<file path="config.mk">
export PLATFORM = sky130hd
export DESIGN_NAME = btc_host_responder_flat
export DESIGN_NICKNAME = d
export VERILOG_FILES = /design/src/rtl/btc_host_responder_if.sv /design/src/rtl/btc_host_responder.sv /design/src/flat_wrapper.sv
export SDC_FILE = /design/constraint.sdc
export NUM_CORES = 1
export LEC_CHECK = 0
export ABC_CLOCK_PERIOD_IN_PS = 3450
export CAP_MARGIN = 20
export CORE_MARGIN = 5
export CORE_UTILIZATION = 30
export DETAILED_ROUTE_END_ITERATION = 10
export MAX_ROUTING_LAYER = met4
export PLACE_DENSITY = 0.55
export SETUP_SLACK_MARGIN = 0.3
export SLEW_MARGIN = 40
export SYNTH_ARGS = -nofsm -noshare
export SYNTH_HDL_FRONTEND = slang
export SYNTH_SLANG_ARGS = --single-unit
</file>
<file path="constraint.sdc">
create_clock -name clk -period 3.45 [get_ports clk]
set_input_delay 0.345 -clock clk [delete_from_list [all_inputs] [get_ports clk]]
set_output_delay 0.345 -clock clk [all_outputs]
set_load 0.05 [all_outputs]
</file>
<file path="src/rtl/btc_host_responder_if.sv">
// Byte handshake between the host responder and the SHA256d mining core.
// master = responder side (drives start/rdy/data), slave = core side.
interface btc_host_responder_if;
  logic       chip_start;
  logic       chip_rdy;
  logic [7:0] chip_data;
  logic [7:0] chip_uo;
  logic       chip_rq;
  logic       chip_done;

  modport master (
    output chip_start, chip_rdy, chip_data,
    input  chip_uo, chip_rq, chip_done
  );

  modport slave (
    input  chip_start, chip_rdy, chip_data,
    output chip_uo, chip_rq, chip_done
  );
endinterface

</file>
<file path="src/rtl/btc_host_responder.sv">
// Host responder: serves message bytes to the mining core and collects its 256-bit hash.
// Optional macro LZ_CHECK_EN adds leading-zero count and hit outputs.
module btc_host_responder #(
  parameter int MEM_BYTES      = 128,
  parameter int TIMEOUT_CYCLES = 65535,
  parameter int LZ_TARGET      = 32
) (
  input  logic         clk,
  input  logic         rst_n,
  input  logic         ld_we,
  input  logic [6:0]   ld_addr,
  input  logic [7:0]   ld_data,
  input  logic         go,
  output logic         busy,
  output logic         result_valid,
  output logic         err,
  output logic [255:0] hash,
`ifdef LZ_CHECK_EN
  output logic [8:0]   lz_count,
  output logic         hit,
`endif
  btc_host_responder_if.master chip
);

  localparam int         AW      = (MEM_BYTES > 1) ? $clog2(MEM_BYTES) : 1;
  localparam logic [7:0] MEM_LIM = 8'(MEM_BYTES);
  localparam logic [15:0] WD_LAST = 16'(TIMEOUT_CYCLES - 1);

  typedef enum logic [2:0] {IDLE, START, SERVE, COLLECT, FINISH} state_t;

  state_t      state;
  logic [5:0]  n;
  logic [15:0] wdog;
  logic [7:0]  mem [MEM_BYTES];

  logic       ack, rq_fall, ld_ok, rd_ok;
  logic [7:0] rd_byte;

  // A new request is only taken once rdy from the previous one has been withdrawn.
  assign ack     = chip.chip_rq && !chip.chip_rdy;
  assign rq_fall = !chip.chip_rq && chip.chip_rdy;
  assign ld_ok   = ld_we && !busy && ({1'b0, ld_addr} < MEM_LIM);
  assign rd_ok   = {1'b0, chip.chip_uo[6:0]} < MEM_LIM;
  assign rd_byte = rd_ok ? mem[chip.chip_uo[AW-1:0]] : 8'h00;

  always_ff @(posedge clk)
    if (ld_ok) mem[ld_addr[AW-1:0]] <= ld_data;

`ifdef LZ_CHECK_EN
  logic [8:0] lz_comb;
  always_comb begin
    lz_comb = 9'd256;
    for (int i = 0; i < 256; i++)
      if (hash[i]) lz_comb = 9'(255 - i);
  end
`endif

  always_ff @(posedge clk or negedge rst_n) begin
    if (!rst_n) begin
      state           <= IDLE;
      n               <= '0;
      wdog            <= '0;
      busy            <= 1'b0;
      result_valid    <= 1'b0;
      err             <= 1'b0;
      hash            <= '0;
      chip.chip_start <= 1'b0;
      chip.chip_rdy   <= 1'b0;
      chip.chip_data  <= '0;
`ifdef LZ_CHECK_EN
      lz_count        <= '0;
      hit             <= 1'b0;
`endif
    end else begin
      chip.chip_start <= 1'b0;
      result_valid    <= 1'b0;
      if (!chip.chip_rq) chip.chip_rdy <= 1'b0;

      if (busy && !rq_fall && wdog == WD_LAST) begin
        err           <= 1'b1;
        chip.chip_rdy <= 1'b0;
        busy          <= 1'b0;
        wdog          <= '0;
        state         <= IDLE;
      end else begin
        if (busy) wdog <= rq_fall ? 16'd0 : wdog + 16'd1;
        case (state)
          IDLE: if (go) begin
            err             <= 1'b0;
            n               <= '0;
            wdog            <= '0;
            busy            <= 1'b1;
            chip.chip_start <= 1'b1;
            state           <= START;
          end
          START: state <= SERVE;
          SERVE: begin
            if (chip.chip_done) state <= COLLECT;
            else if (ack) begin
              chip.chip_data <= rd_byte;
              chip.chip_rdy  <= 1'b1;
            end
          end
          COLLECT: begin
            if (n == 6'd32 && !chip.chip_done) state <= FINISH;
            else if (ack) begin
              // Bytes beyond the 32nd are acknowledged so the core never stalls, then dropped.
              if (n != 6'd32) begin
                hash[{5'd31 - n[4:0], 3'b000} +: 8] <= chip.chip_uo;
                n <= n + 6'd1;
              end
              chip.chip_rdy <= 1'b1;
            end
          end
          FINISH: begin
            result_valid <= 1'b1;
            busy         <= 1'b0;
            state        <= IDLE;
`ifdef LZ_CHECK_EN
            lz_count     <= lz_comb;
            hit          <= (lz_comb >= 9'(LZ_TARGET));
`endif
          end
          default: state <= IDLE;
        endcase
      end
    end
  end

endmodule

</file>
<file path="src/flat_wrapper.sv">
// flat-port wrapper written by rule: the top's interface ports become plain ports
module btc_host_responder_flat 
#(
  parameter int MEM_BYTES      = 128,
  parameter int TIMEOUT_CYCLES = 65535,
  parameter int LZ_TARGET      = 32
)
  (clk, rst_n, ld_we, ld_addr, ld_data, go, busy, result_valid, err, hash, chip_chip_start, chip_chip_rdy, chip_chip_data, chip_chip_uo, chip_chip_rq, chip_chip_done);
  btc_host_responder_if chip_i ();
  input  logic clk;
  input  logic rst_n;
  input  logic ld_we;
  input  logic [6:0] ld_addr;
  input  logic [7:0] ld_data;
  input  logic go;
  output logic busy;
  output logic result_valid;
  output logic err;
  output logic [255:0] hash;
  output wire logic [$bits(chip_i.chip_start)-1:0] chip_chip_start;
  output wire logic [$bits(chip_i.chip_rdy)-1:0] chip_chip_rdy;
  output wire logic [$bits(chip_i.chip_data)-1:0] chip_chip_data;
  input wire logic [$bits(chip_i.chip_uo)-1:0] chip_chip_uo;
  input wire logic [$bits(chip_i.chip_rq)-1:0] chip_chip_rq;
  input wire logic [$bits(chip_i.chip_done)-1:0] chip_chip_done;
  assign chip_chip_start = chip_i.chip_start;
  assign chip_chip_rdy = chip_i.chip_rdy;
  assign chip_chip_data = chip_i.chip_data;
  assign chip_i.chip_uo = chip_chip_uo;
  assign chip_i.chip_rq = chip_chip_rq;
  assign chip_i.chip_done = chip_chip_done;
  btc_host_responder #(.MEM_BYTES(MEM_BYTES), .TIMEOUT_CYCLES(TIMEOUT_CYCLES), .LZ_TARGET(LZ_TARGET)) u_core (.clk(clk), .rst_n(rst_n), .ld_we(ld_we), .ld_addr(ld_addr), .ld_data(ld_data), .go(go), .busy(busy), .result_valid(result_valid), .err(err), .hash(hash), .chip(chip_i));
endmodule
</file>
=== Word level (Yosys, flattened, before mapping) ===
Memory sizes are Yosys's and may differ from the RTL's. A register that Yosys moved wholly into a read port is not among the register bits.
Cells that the tools add are included.

* Register bits: 286
* Bits in latches: 0
* Memory bits (writable): 1024
* Bits in read-only memories: 0
* Bits of input ports: 29
* Output and inout port bits: 269
* Logic and storage cells: 91
* Memories kept: 1

* Add/subtract/negate cells: 4
* Multipliers: 0
* Divide/modulo/power cells: 0
* Magnitude comparators: 0
* Eq/ne operators: 14
* Shift-type cells: 2
* Mux-type cells: 35
* Bitwise operators: 3
* Reductions and logical operators: 23

{| class="wikitable"
|+ Memories
! name !! depth !! width !! rd ports !! clocked after memory_dff !! write ports !! RTL line !! text
|-
| u_core.mem || 128 || 8 || 1 || 1 || 1 || btc_host_responder.sv:34 || <nowiki>logic [7:0] mem [MEM_BYTES];</nowiki>
|}

{| class="wikitable"
|+ Operators with widths
! kind !! number
|-
| bitwise mux 256 bit || 1
|-
| variable shift 8 x 10 -> 256 bit, first input constant || 1
|-
| indexed part select 8 x 10 -> 256 bit || 1
|-
| 2-to-1 mux 16 bit || 5
|-
| 2-to-1 mux 6 bit || 4
|-
| 2-to-1 mux 1 bit || 17
|-
| adder 16 x 1 -> 16 bit, second input constant || 1
|-
| == test 16 bit, second input constant || 1
|-
| 2-to-1 mux 3 bit || 4
|-
| case mux 3 bit (4 select lines) || 1
|-
| case mux 6 bit (2 select lines) || 1
|-
| negator 8 -> 10 bit || 1
|-
| adder 6 x 1 -> 6 bit, second input constant || 1
|-
| == test 3 x 2 -> 1 bit, second input constant || 2
|-
| == test 6 bit, second input constant || 1
|-
| logical AND 1 bit || 6
|-
| logical NOT 1 bit || 6
|-
| != test 3 x 2 -> 1 bit, second input constant || 2
|-
| != test 6 bit, second input constant || 1
|-
| AND reduction 6 bit || 1
|-
| nonzero test 2 bit || 3
|-
| AND reduction 5 bit || 1
|-
| subtractor 5 bit, first input constant || 1
|-
| != test 2 x 1 -> 1 bit, second input constant || 2
|-
| 11 further kinds || 16
|}

=== Depth between registers and ports, before layout ===
Gate-level depths: netlist of the first run.

* Depth after elaboration: 7
* Gate-level depth with buffers: 12
* Gate-level depth less buffers: 9

=== Worst setup path after synthesis of the first run ===
Ideal clock, no wire load.

* Kind: reg-to-reg
* Start: reg u_core.n[0]
* End: reg u_core.hash[0]
* Library setup time: 125 ps
* Arrival time: 2595 ps
* Required time: 3325 ps
* Slack: 731 ps
* Stages on the path, launching flop included: 10
* Path buffers: 3
* Period minus slack after synthesis: 2719 ps
* Cells stage by stage: dfrtp_1 -> clkbuf_1 -> clkinv_1 -> ha_1 -> a21o_1 -> or2_2 -> buf_2 -> or4_1 -> buf_2 -> mux2_2

* Cells in the longest elaborated chain, start to end: 4
* Elaborated cells between the ends (all ways): 10
* Those cells by class: 2 x add/sub; 2 x eq/ne; 2 x shift; 1 x mux; 1 x bitwise; 2 x reduce/logical

{| class="wikitable"
|+ RTL lines
! element !! RTL line !! text
|-
| start, declared || btc_host_responder.sv:32 || <nowiki>logic [5:0] n;</nowiki>
|-
| start signal, assigned || btc_host_responder.sv:110 || <nowiki>n <= n + 6'd1;</nowiki>
|-
| subtractor 5 bit / == test 6 bit (equally long branches) || btc_host_responder.sv:109, btc_host_responder.sv:105 ||
|-
| negator 8 -> 10 bit / logical AND 1 bit (equally long branches) || btc_host_responder.sv:109, btc_host_responder.sv:105 ||
|-
| indexed part select 8 x 10 -> 256 bit (tied with other cells) || btc_host_responder.sv:109 || <nowiki>hash[{5'd31 - n[4:0], 3'b000} +: 8] <= chip.chip_uo;</nowiki>
|-
| bitwise mux 256 bit / AND reduction 5 bit (equally long branches) || -- ||
|-
| end signal, assigned by index || btc_host_responder.sv:109 ||
|-
| end, declared || btc_host_responder.sv:17 || <nowiki>output logic [255:0] hash,</nowiki>
|}

Several ways; a longest one is shown, not always the timed one.
A chain may end at the register's enable or synchronous reset.

=== Worst setup path after layout of the first run ===
* Start: reg u_core.n[1]
* End: reg u_core.hash[9]

The elaborated chain is that of the path after synthesis.

==> flow_summary.ini, run 1 <==
[status]
run_status = finished clean

[worst_hold_path]
hp-class = input pin to flip-flop

[placement]
place_inst = 5670
place.gp.congestion = 0.820
place_hpwl_um = 101000
port_buffers = 297
dp_slack_ns = 0.181

[yosys]
seq_area_frac_synth_pct = 72.7
dominantRegCellSynth = edfxtp_1
syn-num-nets = 2966
netlist_top_cells_count = edfxtp_1 (1024), dfrtp_1 (294), mux2_2 (291)
synthCells = 2930
synth.avg_cell_area_um2 = 17.9
synth_top_area_share_pct = 58.6
ys_ff_latch = 1318
ys_types = 63
yosys_warnings = 0
synth_most_common_cell = edfxtp_1
async_flop_share_pct = 22.3
syn_area_um2 = 52400
synth-edff-count = 1024
synth.area.top_cells = edfxtp_1 (59%), dfrtp_1 (14%), mux4_2 (6.9%)
synth_largest_area_cell = edfxtp_1

[grt]
met1_usage_pct = 21.7
grt_busiest_layer = met2
grt_max_degree = 84
grt_first_pass_wirelength_um = 217000
first_global_vias = 29889
overflow = 0
antenna_found_initial = 8
grt_util_met3_pct = 4.50
track_usage_pct = 16.5
grtUsageMet2_pct = 25.3

[setup_path]
crit_required_ns = 4.09
crit_type = flip-flop to flip-flop
critical_path.startpoint_type = flip-flop
path_max_fanout = 14
arrival_ns = 3.62
end_kind = flip-flop

[clock_tree]
cts_buffer_depth = 3
clock_latency_ns = 0.77
cts_root_buf = clkbuf_16
h-tree-depth = 4
clock_sinks = 1318
clk_pin_slew_ns = 0.06
cts_buffers = 137
cts_tree = yes

[sta]
finClkSkew_ns = 0.0275
setup_tns_ns = 0
timing.final.crit_share_pct = 86.4
tightest_slew_ns = 0.804
rsz0062_at_grt = no
hold_viol = 0
timing.fmax_ghz = 0.336
slew_violations = 0
setup_slack_ns = 0.470
fin_crit_ns = 2.98
finalSetupViolations = 0
max_slew_margin_pct = 45.7
timing.hold.ws_ns = 0.104

[layout]
nets = 3524
area_growth_pct = 22.9
fin_cells = 5923
final_util_pct = 37.1
drive_gt1_share_pct = 27.4

[die]
pin_count = 298
row_count = 153
fp.dieH_um = 428
die_x_um = 428
initial_core_util_pct = 30.2
core_um2 = 174000
die-area_um2 = 183000

[routing]
vias_per_cell = 4.96
num_vias = 29395
drt-pass1-iter-count = 7
post_drt_wl_per_cell_um = 25.3
drc = 0
routed_wl_um = 150000
drtAntennaViolNets = 0
drt_iter0_markers = 2802

[power_and_ir_drop]
p_leak_uw = 0.0230
p_per_area_nw_per_um2 = 562
ir_drop_uv = 486

[flow_run]
maxCapViolCount = 0
[area by class of cell]
cell class,instances,area (um^2)
Antenna cell,4,10.0
Clock buffer,182,3760
Clock inverter,63,614
Fill cell,16318,109000
Inverter,17,65.1
Multi-Input combinational cell,1432,13500
Sequential cell,1318,38100
Tap cell,2325,2910
Timing Repair Buffer,582,5470
[kinds of logic (layout without fill, tap and decap cells)]
group | after synthesis | in the layout | synth area share (%)
AOI/OAI and AO/OA | 300 | 300 | 3.97
adders and majority gates | 7 | 7 | 0.167
other | 0 | 4 | 0
DFF | 1318 | 1318 | 72.7
xor gates and xnor gates | 5 | 5 | 0.0835
muxes | 634 | 634 | 16.8
and+or+nand+nor | 486 | 486 | 4.53
buffers and inverters | 180 | 844 | 1.74
[routing by layer]
| metal | part of all wire, % | vias up |
|---|---|---|
| li1 | - | 12779 |
| met1 | 43 | 15339 |
| met2 | 47 | 1072 |
| met3 | 7.8 | 205 |
| met4 | 2.6 | 0 |
| met5 | 0 | - |
[flip-flops by register name (all words and copies together), names as in the netlist, 3 cells and up]
register	flops
u_core.wdog	16
u_core.mem	1024
u_core.chip.chip_data	8
u_core.n	6
u_core.hash	256
u_core.state	3
[per-stage QoR]
stage          power (uW)  area, um^2
2_1_floorplan       20200       52400
3_3_place_gp        22000       59900
3_5_place_dp        22000       60000
4_1_cts             36600       64400
5_1_grt             37500       64400
6_report            36200       64400
[cells in the final DEF, fill, tap and decap left out, types with 7 or more instances in the layout]
| cell | netlist | layout |
|---|---|---|
| o22ai_1 | 68 | 68 |
| o221ai_1 | 37 | 37 |
| mux2i_1 | 176 | 176 |
| nor2b_1 | 25 | 24 |
| buf_12 | 0 | 28 |
| o31ai_1 | 13 | 13 |
| clkdlybuf4s50_1 | 0 | 281 |
| clkbuf_8 | 0 | 11 |
| o21ai_0 | 38 | 38 |
| inv_1 | 15 | 13 |
| bufinv_16 | 0 | 10 |
| a21oi_1 | 35 | 35 |
| nor4_1 | 21 | 17 |
| mux2_2 | 291 | 291 |
| clkinv_1 | 2 | 19 |
| nand2_1 | 57 | 56 |
| buf_4 | 21 | 262 |
| dfrtp_1 | 294 | 294 |
| ha_1 | 7 | 7 |
| a31oi_1 | 29 | 29 |
| nor2_1 | 193 | 190 |
| a211oi_1 | 23 | 23 |
| clkbuf_1 | 88 | 32 |
| nand3_1 | 40 | 39 |
| a221oi_1 | 20 | 20 |
| inv_6 | 0 | 8 |
| nand2b_1 | 9 | 8 |
| nor3_1 | 33 | 33 |
| clkinv_2 | 0 | 23 |
| and2_1 | 51 | 51 |
| clkbuf_16 | 0 | 140 |
| mux4_2 | 161 | 161 |
| nand3b_1 | 8 | 8 |
| nand4_1 | 10 | 10 |
| edfxtp_1 | 1024 | 1024 |
[worst paths after layout]
path | depth (start not counted) | slack [ns] | endpoint | start
hold reg to reg | 1 | 0.49 | u_core.err$_DFFE_PN0P_ | u_core.err$_DFFE_PN0P_
setup reg to reg | 8 | 0.47 | u_core.hash[9]$_DFFE_PN0P_ | u_core.n[1]$_DFFE_PN0P_
min in group asynchronous | 2 | 0.14 | u_core.hash[135]$_DFFE_PN0P_ | rst_n
max in group asynchronous | 3 | 2.39 | u_core.hash[196]$_DFFE_PN0P_ | rst_n
hold / removal | 2 | 0.10 | u_core.hash[6]$_DFFE_PN0P_ | chip_chip_uo[6]
setup / recovery | 8 | 0.47 | u_core.hash[9]$_DFFE_PN0P_ | u_core.n[1]$_DFFE_PN0P_
[power breakdown]
group	total (uW)	switching, uW	internal (uW)
registers	17700	298	17400
logic	3970	2690	1280
clock network	14500	6100	8430
total	36200	9090	27100
[what timing repair did]
action / in CTS / in global routing
endpoints found under the setup margin: 0 / 47
buffers inserted: 0 / 0
endpoints found under the hold margin: 157 / 15
gates resized for setup: 0 / 3
hold buffers: 2 / 1
[critical path: stages, from the launching register on]
cell	delay (ns)
dfrtp_1	0.43
ha_1	0.21
nand3_1	0.11
xor2_2	0.17
buf_4	0.21
nor3_2	0.57
buf_4	0.26
nand3_1	0.44
mux2_2	0.45
(Power assumes the default switching activity.)
==> inputs of run 2 (changes only) <==
--- a/config.mk
+++ b/config.mk
@@ -8,10 +8,10 @@
 export ABC_CLOCK_PERIOD_IN_PS = 3450
 export CAP_MARGIN = 20
 export CORE_MARGIN = 5
-export CORE_UTILIZATION = 30
+export CORE_UTILIZATION = 45
 export DETAILED_ROUTE_END_ITERATION = 10
 export MAX_ROUTING_LAYER = met4
-export PLACE_DENSITY = 0.55
+export PLACE_DENSITY = 0.72
 export SETUP_SLACK_MARGIN = 0.3
 export SLEW_MARGIN = 40
 export SYNTH_ARGS = -nofsm -noshare
==> run 2 against run 1 <==
  * Die area shrank 33%
  * First-iteration DRC count up 20%
  * Clock skew up 0.0051 ns
  * Largest cell class unchanged
  * Count of clock-buffer cells in the layout is 8 higher
  * Via count rose by 2.7%
==> flow_summary.ini, run 2 (same netlist as run 1, synthesis figures left out) <==
[status]
run_status = finished clean

[grt]
grt_busiest_layer = met2
grt_max_degree = 84
met1_usage_pct = 30.8
grt_util_met3_pct = 4.96
first_global_vias = 30046
grtUsageMet2_pct = 36.1
overflow = 0
track_usage_pct = 23.2
grt_first_pass_wirelength_um = 205000
antenna_found_initial = 4

[power_and_ir_drop]
p_per_area_nw_per_um2 = 573
p_leak_uw = 0.0229
ir_drop_uv = 502
p_total_uw = 36200

[sta]
finClkSkew_ns = 0.0326
hold_viol = 0
slew_violations = 0
max_slew_margin_pct = 42.3
fin_crit_ns = 3.00
rsz0062_at_grt = no
tightest_slew_ns = 0.858
finalSetupViolations = 0
timing.fmax_ghz = 0.334
setup_tns_ns = 0
timing.final.crit_share_pct = 86.9

[routing]
drc = 0
num_vias = 30200
post_drt_wl_per_cell_um = 27.5
drt-pass1-iter-count = 5
vias_per_cell = 5.92
drt_iter0_markers = 3369
routed_wl_um = 140000
drtAntennaViolNets = 0

[placement]
place_hpwl_um = 92400
port_buffers = 297
place.gp.congestion = 0.897

[setup_path]
critical_path.startpoint_type = flip-flop
max_stage_delay_ns = 0.64
crit_required_ns = 4.06
path_max_fanout = 17
crit_path_cell_trace = buf_4, nand2_1, xnor2_1, a31oi_1, nor2_1, nand3_1, mux2_2
cpMaxStageDelayCell = nor2_1
end_kind = flip-flop
crit_type = flip-flop to flip-flop
critPathTopFamily = simple AND/OR/NAND/NOR gates
worstReg2RegStart = u_core.n[0]$_DFFE_PN0P_
startpoint = u_core.n[0]$_DFFE_PN0P_
path_buf_inv = 1
arrival_ns = 3.60

[flow_run]
maxCapViolCount = 0

[clock_tree]
h-tree-depth = 4
cts_tree = yes
cts_buffer_depth = 3
cts_buffers = 138
cts_root_buf = clkbuf_16
postCtsSetupBuffers = 0
clock_sinks = 1318
clock_latency_ns = 0.74
clk_pin_slew_ns = 0.06

[die]
row_count = 125
fp.dieH_um = 351
core_um2 = 116000
initial_core_util_pct = 45.2
pin_count = 298
die_x_um = 351
die-area_um2 = 123000

[layout]
largest_register_ffs = 1024
final_common_cell = edfxtp_1
nets = 3497
area_growth_pct = 20.5
drive_gt1_share_pct = 26.5
final_cell_mix = edfxtp_1 (1024), dfrtp_1 (294), mux2_2 (291)

[worst_hold_path]
hp-class = input pin to flip-flop
hold_start = ld_data[3]
-- run 2: cell types whose count changed in the layout (fill, tap and decap cells not counted), moves of 3 or more --
cell        before  now
clkbuf_16      140  146
clkbuf_1        32   38
clkbuf_8        11    7
clkinvlp_4       2    5
bufinv_16       10    7
clkinv_1        19   23
clkinv_4         0    3
buf_4          262  236
-- run 2: final cells by class --
| type | count | area (um^2) |
|---|---|---|
| Timing Repair Buffer | 554 | 5230 |
| Multi-Input combinational cell | 1432 | 13400 |
| Inverter | 17 | 65.1 |
| Clock inverter | 64 | 542 |
| Fill cell | 8997 | 52700 |
| Clock buffer | 190 | 3880 |
| Sequential cell | 1318 | 38100 |
| Tap cell | 1524 | 1910 |
| Antenna cell | 3 | 7.51 |
-- run 2: stage by stage --
| step | utilization [%] | cells | setup slack, ns | instance area, um^2 | hold WS [ns] |
|---|---|---|---|---|---|
| after floorplan | - | 2930 | 0.731 | 52400 | 0.0494 |
| after global placement | 50.6 | 4843 | 0.226 | 58700 | 0.434 |
| after detailed placement | 50.7 | 4843 | 0.162 | 58700 | 0.431 |
| after CTS | 54.5 | 5098 | 0.450 | 63100 | 0.0657 |
| after global routing | 54.5 | 5101 | 0.302 | 63200 | 0.00321 |
| final | 54.5 | 5102 | 0.452 | 63200 | 0.0295 |
-- run 2: path summary, 6_finish.rpt --
path / end / slack (ns) / cells past startpoint
min: u_core.mem[122][3]$_DFFE_PP_ / 0.03 / 1
max in group asynchronous: u_core.hash[59]$_DFFE_PN0P_ / 2.27 / 3
max reg2reg: u_core.hash[59]$_DFFE_PN0P_ / 0.45 / 7
min in group asynchronous: u_core.hash[27]$_DFFE_PN0P_ / 0.24 / 2
min reg2reg: u_core.err$_DFFE_PN0P_ / 0.49 / 1
max: u_core.hash[59]$_DFFE_PN0P_ / 0.45 / 7
-- run 2: repair_timing --
item | 4_1_cts | 5_1_grt
hold buffers | 1 | 0
resized for setup | 0 | 1
hold endpoints to repair | 76 | 0
endpoints found under the setup margin | 0 | 48
-- run 2: power breakdown --
| group | switching [uW] | total (uW) | internal (uW) |
|---|---|---|---|
| clock network | 6070 | 14500 | 8420 |
| logic | 2700 | 4000 | 1300 |
| registers | 319 | 17700 | 17400 |
| total | 9090 | 36200 | 27100 |
-- run 2: metal layers --
| layer | vias to the layer above | routed length, um | part of all wire [%] |
|---|---|---|---|
| met5 | - | 0 | 0 |
| met4 | 0 | 4410 | 3.1 |
| met3 | 253 | 13700 | 9.7 |
| met2 | 1665 | 66600 | 47 |
| met1 | 15540 | 55600 | 40 |
| li1 | 12742 | - | - |
==> inputs of run 3 (changes only) <==
--- a/config.mk
+++ b/config.mk
@@ -8,10 +8,11 @@
 export ABC_CLOCK_PERIOD_IN_PS = 3450
 export CAP_MARGIN = 20
 export CORE_MARGIN = 5
-export CORE_UTILIZATION = 45
+export CORE_UTILIZATION = 28
 export DETAILED_ROUTE_END_ITERATION = 10
+export HOLD_SLACK_MARGIN = 0.08
 export MAX_ROUTING_LAYER = met4
-export PLACE_DENSITY = 0.72
+export PLACE_DENSITY = 0.53
 export SETUP_SLACK_MARGIN = 0.3
 export SLEW_MARGIN = 40
 export SYNTH_ARGS = -nofsm -noshare
==> run 3 against run 2 <==
  * First-iteration DRC count fell by 26%
  * Critical path depth fell by 1
  * Largest power group unchanged
  * Global-route usage fell by 7.4 points
  * Sequential cell count did not move
  * Via count fell by 1.8%
  * Cell area rose by 2.2%
  * Clock skew rose by 0.0024 ns
  * Register-to-register slack improved by 0.08 ns
  * Clock power fell by 3%
  * Count of clock-buffer cells in the layout fell by 1
  * Sequential share of layout area fell by 1.3 points
  * Fmax rose by 2.9%
==> flow_summary.ini, run 3 (same netlist as run 1, synthesis figures left out) <==
[power_and_ir_drop]
p_leak_uw = 0.0230
p_total_uw = 35900
ir_drop_uv = 451
p_per_area_nw_per_um2 = 557

[layout]
drive_gt1_share_pct = 27.4
n_fill_cell = 17672
largest_register_ffs = 1024
area_growth_pct = 23.1
final_common_cell = edfxtp_1
multi_input_area_um2 = 13500
seqCellArea_um2 = 38100
final_cell_mix = edfxtp_1 (1024), dfrtp_1 (294), mux2_2 (291)
stdcell_area_um2 = 64500
nets = 3536

[clock_tree]
clock_latency_ns = 0.77
cts_buffer_depth = 3
cts_buffers = 139
postCtsSetupBuffers = 0
cts_tree = yes
clock_sinks = 1318
h-tree-depth = 4
clk_pin_slew_ns = 0.06
cts_root_buf = clkbuf_16

[routing]
post_drt_wl_per_cell_um = 25.3
drtAntennaViolNets = 0
num_vias = 29652
vias_per_cell = 4.86
routed_wl_um = 154000
drt-pass1-iter-count = 5
drc = 0
drt_iter0_markers = 2504

[setup_path]
arrival_ns = 3.55
critical_path.startpoint_type = flip-flop
regToRegSetupSlack_ns = 0.54
worstReg2RegStart = u_core.wdog[10]$_DFF_PN0_
crit_path_cell_trace = nand4_1, or4_1, o21ai_2, or2_2, nand2b_1, mux2_2
path_buf_inv = 0
critPathTopFamily = simple AND/OR/NAND/NOR gates
cpMaxStageDelayCell = or4_1
end_kind = flip-flop
worstRegToRegCells = 6
crit_required_ns = 4.09
r2r-end = u_core.hash[135]$_DFFE_PN0P_
crit_type = flip-flop to flip-flop
max_stage_delay_ns = 0.61
path_max_fanout = 8

[worst_hold_path]
hold_start = ld_data[4]
whs_endpoint = u_core.mem[106][4]$_DFFE_PP_
holdPathStages = 1
hp-class = input pin to flip-flop

[sta]
setup_tns_ns = 0
hold_viol = 0
tightest_slew_ns = 0.804
timing.final.crit_share_pct = 84.5
timing.fmax_ghz = 0.343
rsz0062_at_grt = no
finClkSkew_ns = 0.0350
finalSetupViolations = 0
fin_crit_ns = 2.91
max_slew_margin_pct = 46.4
slew_violations = 0

[grt]
track_usage_pct = 15.8
grt_max_degree = 129
first_global_vias = 29701
antenna_found_initial = 6
overflow = 0
grt_first_pass_wirelength_um = 221000

[flow_run]
maxCapViolCount = 0

[die]
initial_core_util_pct = 28.2
core_um2 = 186000
pin_count = 298
fp.dieH_um = 443
die-area_um2 = 196000
row_count = 158
die_x_um = 443

[placement]
placed_area_um2 = 60200
place_hpwl_um = 103000
place.gp.congestion = 0.826
port_buffers = 297

[status]
run_status = finished clean
==> run 3: changes by cell type in the layout (fill, tap and decap cells not counted), moves of 2 or more <==
cell	before	now
buf_4	236	273
clkinv_2	21	29
bufinv_16	7	1
clkinv_1	23	29
nor4_1	18	15
nor4_2	3	6
clkinvlp_4	5	3
dlygate4sd3_1	1	3
nor2_1	192	190
nor2_2	4	6
==> run 3: worst max-delay path by stage <==
stage | startpoint | endpoint | cells after the start
after global routing | u_core.wdog[10]$_DFF_PN0_ | u_core.hash[133]$_DFFE_PN0P_ | 6
after floorplan | u_core.n[0]$_DFFE_PN0P_ | u_core.hash[0]$_DFFE_PN0P_ | 9
after global placement | chip_chip_uo[0] | u_core.chip.chip_data[2]$_DFFE_PN0P_ | 10
final | u_core.wdog[10]$_DFF_PN0_ | u_core.hash[135]$_DFFE_PN0P_ | 6
after detailed placement | chip_chip_uo[0] | u_core.chip.chip_data[2]$_DFFE_PN0P_ | 10
after CTS | u_core.n[0]$_DFFE_PN0P_ | u_core.hash[39]$_DFFE_PN0P_ | 8
==> run 3: what timing repair did <==
action	CTS	global route
resized for setup	1	1
setup endpoints to repair	6	20
gates cloned	0	0
pin swaps	0	0
hold buffers	2	1
hold endpoints to repair	89	27
==> run 3: cell type report <==
cell class,count,area share (%)
Sequential cell,1318,59.0
Multi-Input combinational cell,1432,20.9
Timing Repair Buffer,592,8.55
Clock buffer,189,5.99
Tap cell,2480,4.81
Clock inverter,69,0.607
Inverter,17,0.101
Antenna cell,3,0.0116
==> run 3: report_power, final <==
part	internal [uW]	switching [uW]	total (uW)
registers	17400	274	17700
logic	1320	2800	4120
clock network	7950	6190	14100
total	26700	9270	35900
==> run 3: per-stage QoR <==
step | hold WS [ns] | utilization (%) | worst slack (ns) | std cells
after CTS | 0.0966 | 34.7 | 0.373 | 6095
after global routing | 0.112 | 34.7 | 0.348 | 6100
after floorplan | 0.0494 | - | 0.731 | 2930
after detailed placement | 0.415 | 32.4 | 0.0759 | 5835
after global placement | 0.416 | 32.4 | 0.102 | 5834
final | 0.127 | 34.7 | 0.536 | 6100
==> run 3: routing by layer <==
layer  wire, um  global-route usage (%)  vias up
li1           -                       -    12813
met1      69300                    21.4    15693
met2      73400                    24.8      979
met3       9320                    3.17      167
met4       2250                    3.02        0
met5          0                       -        -
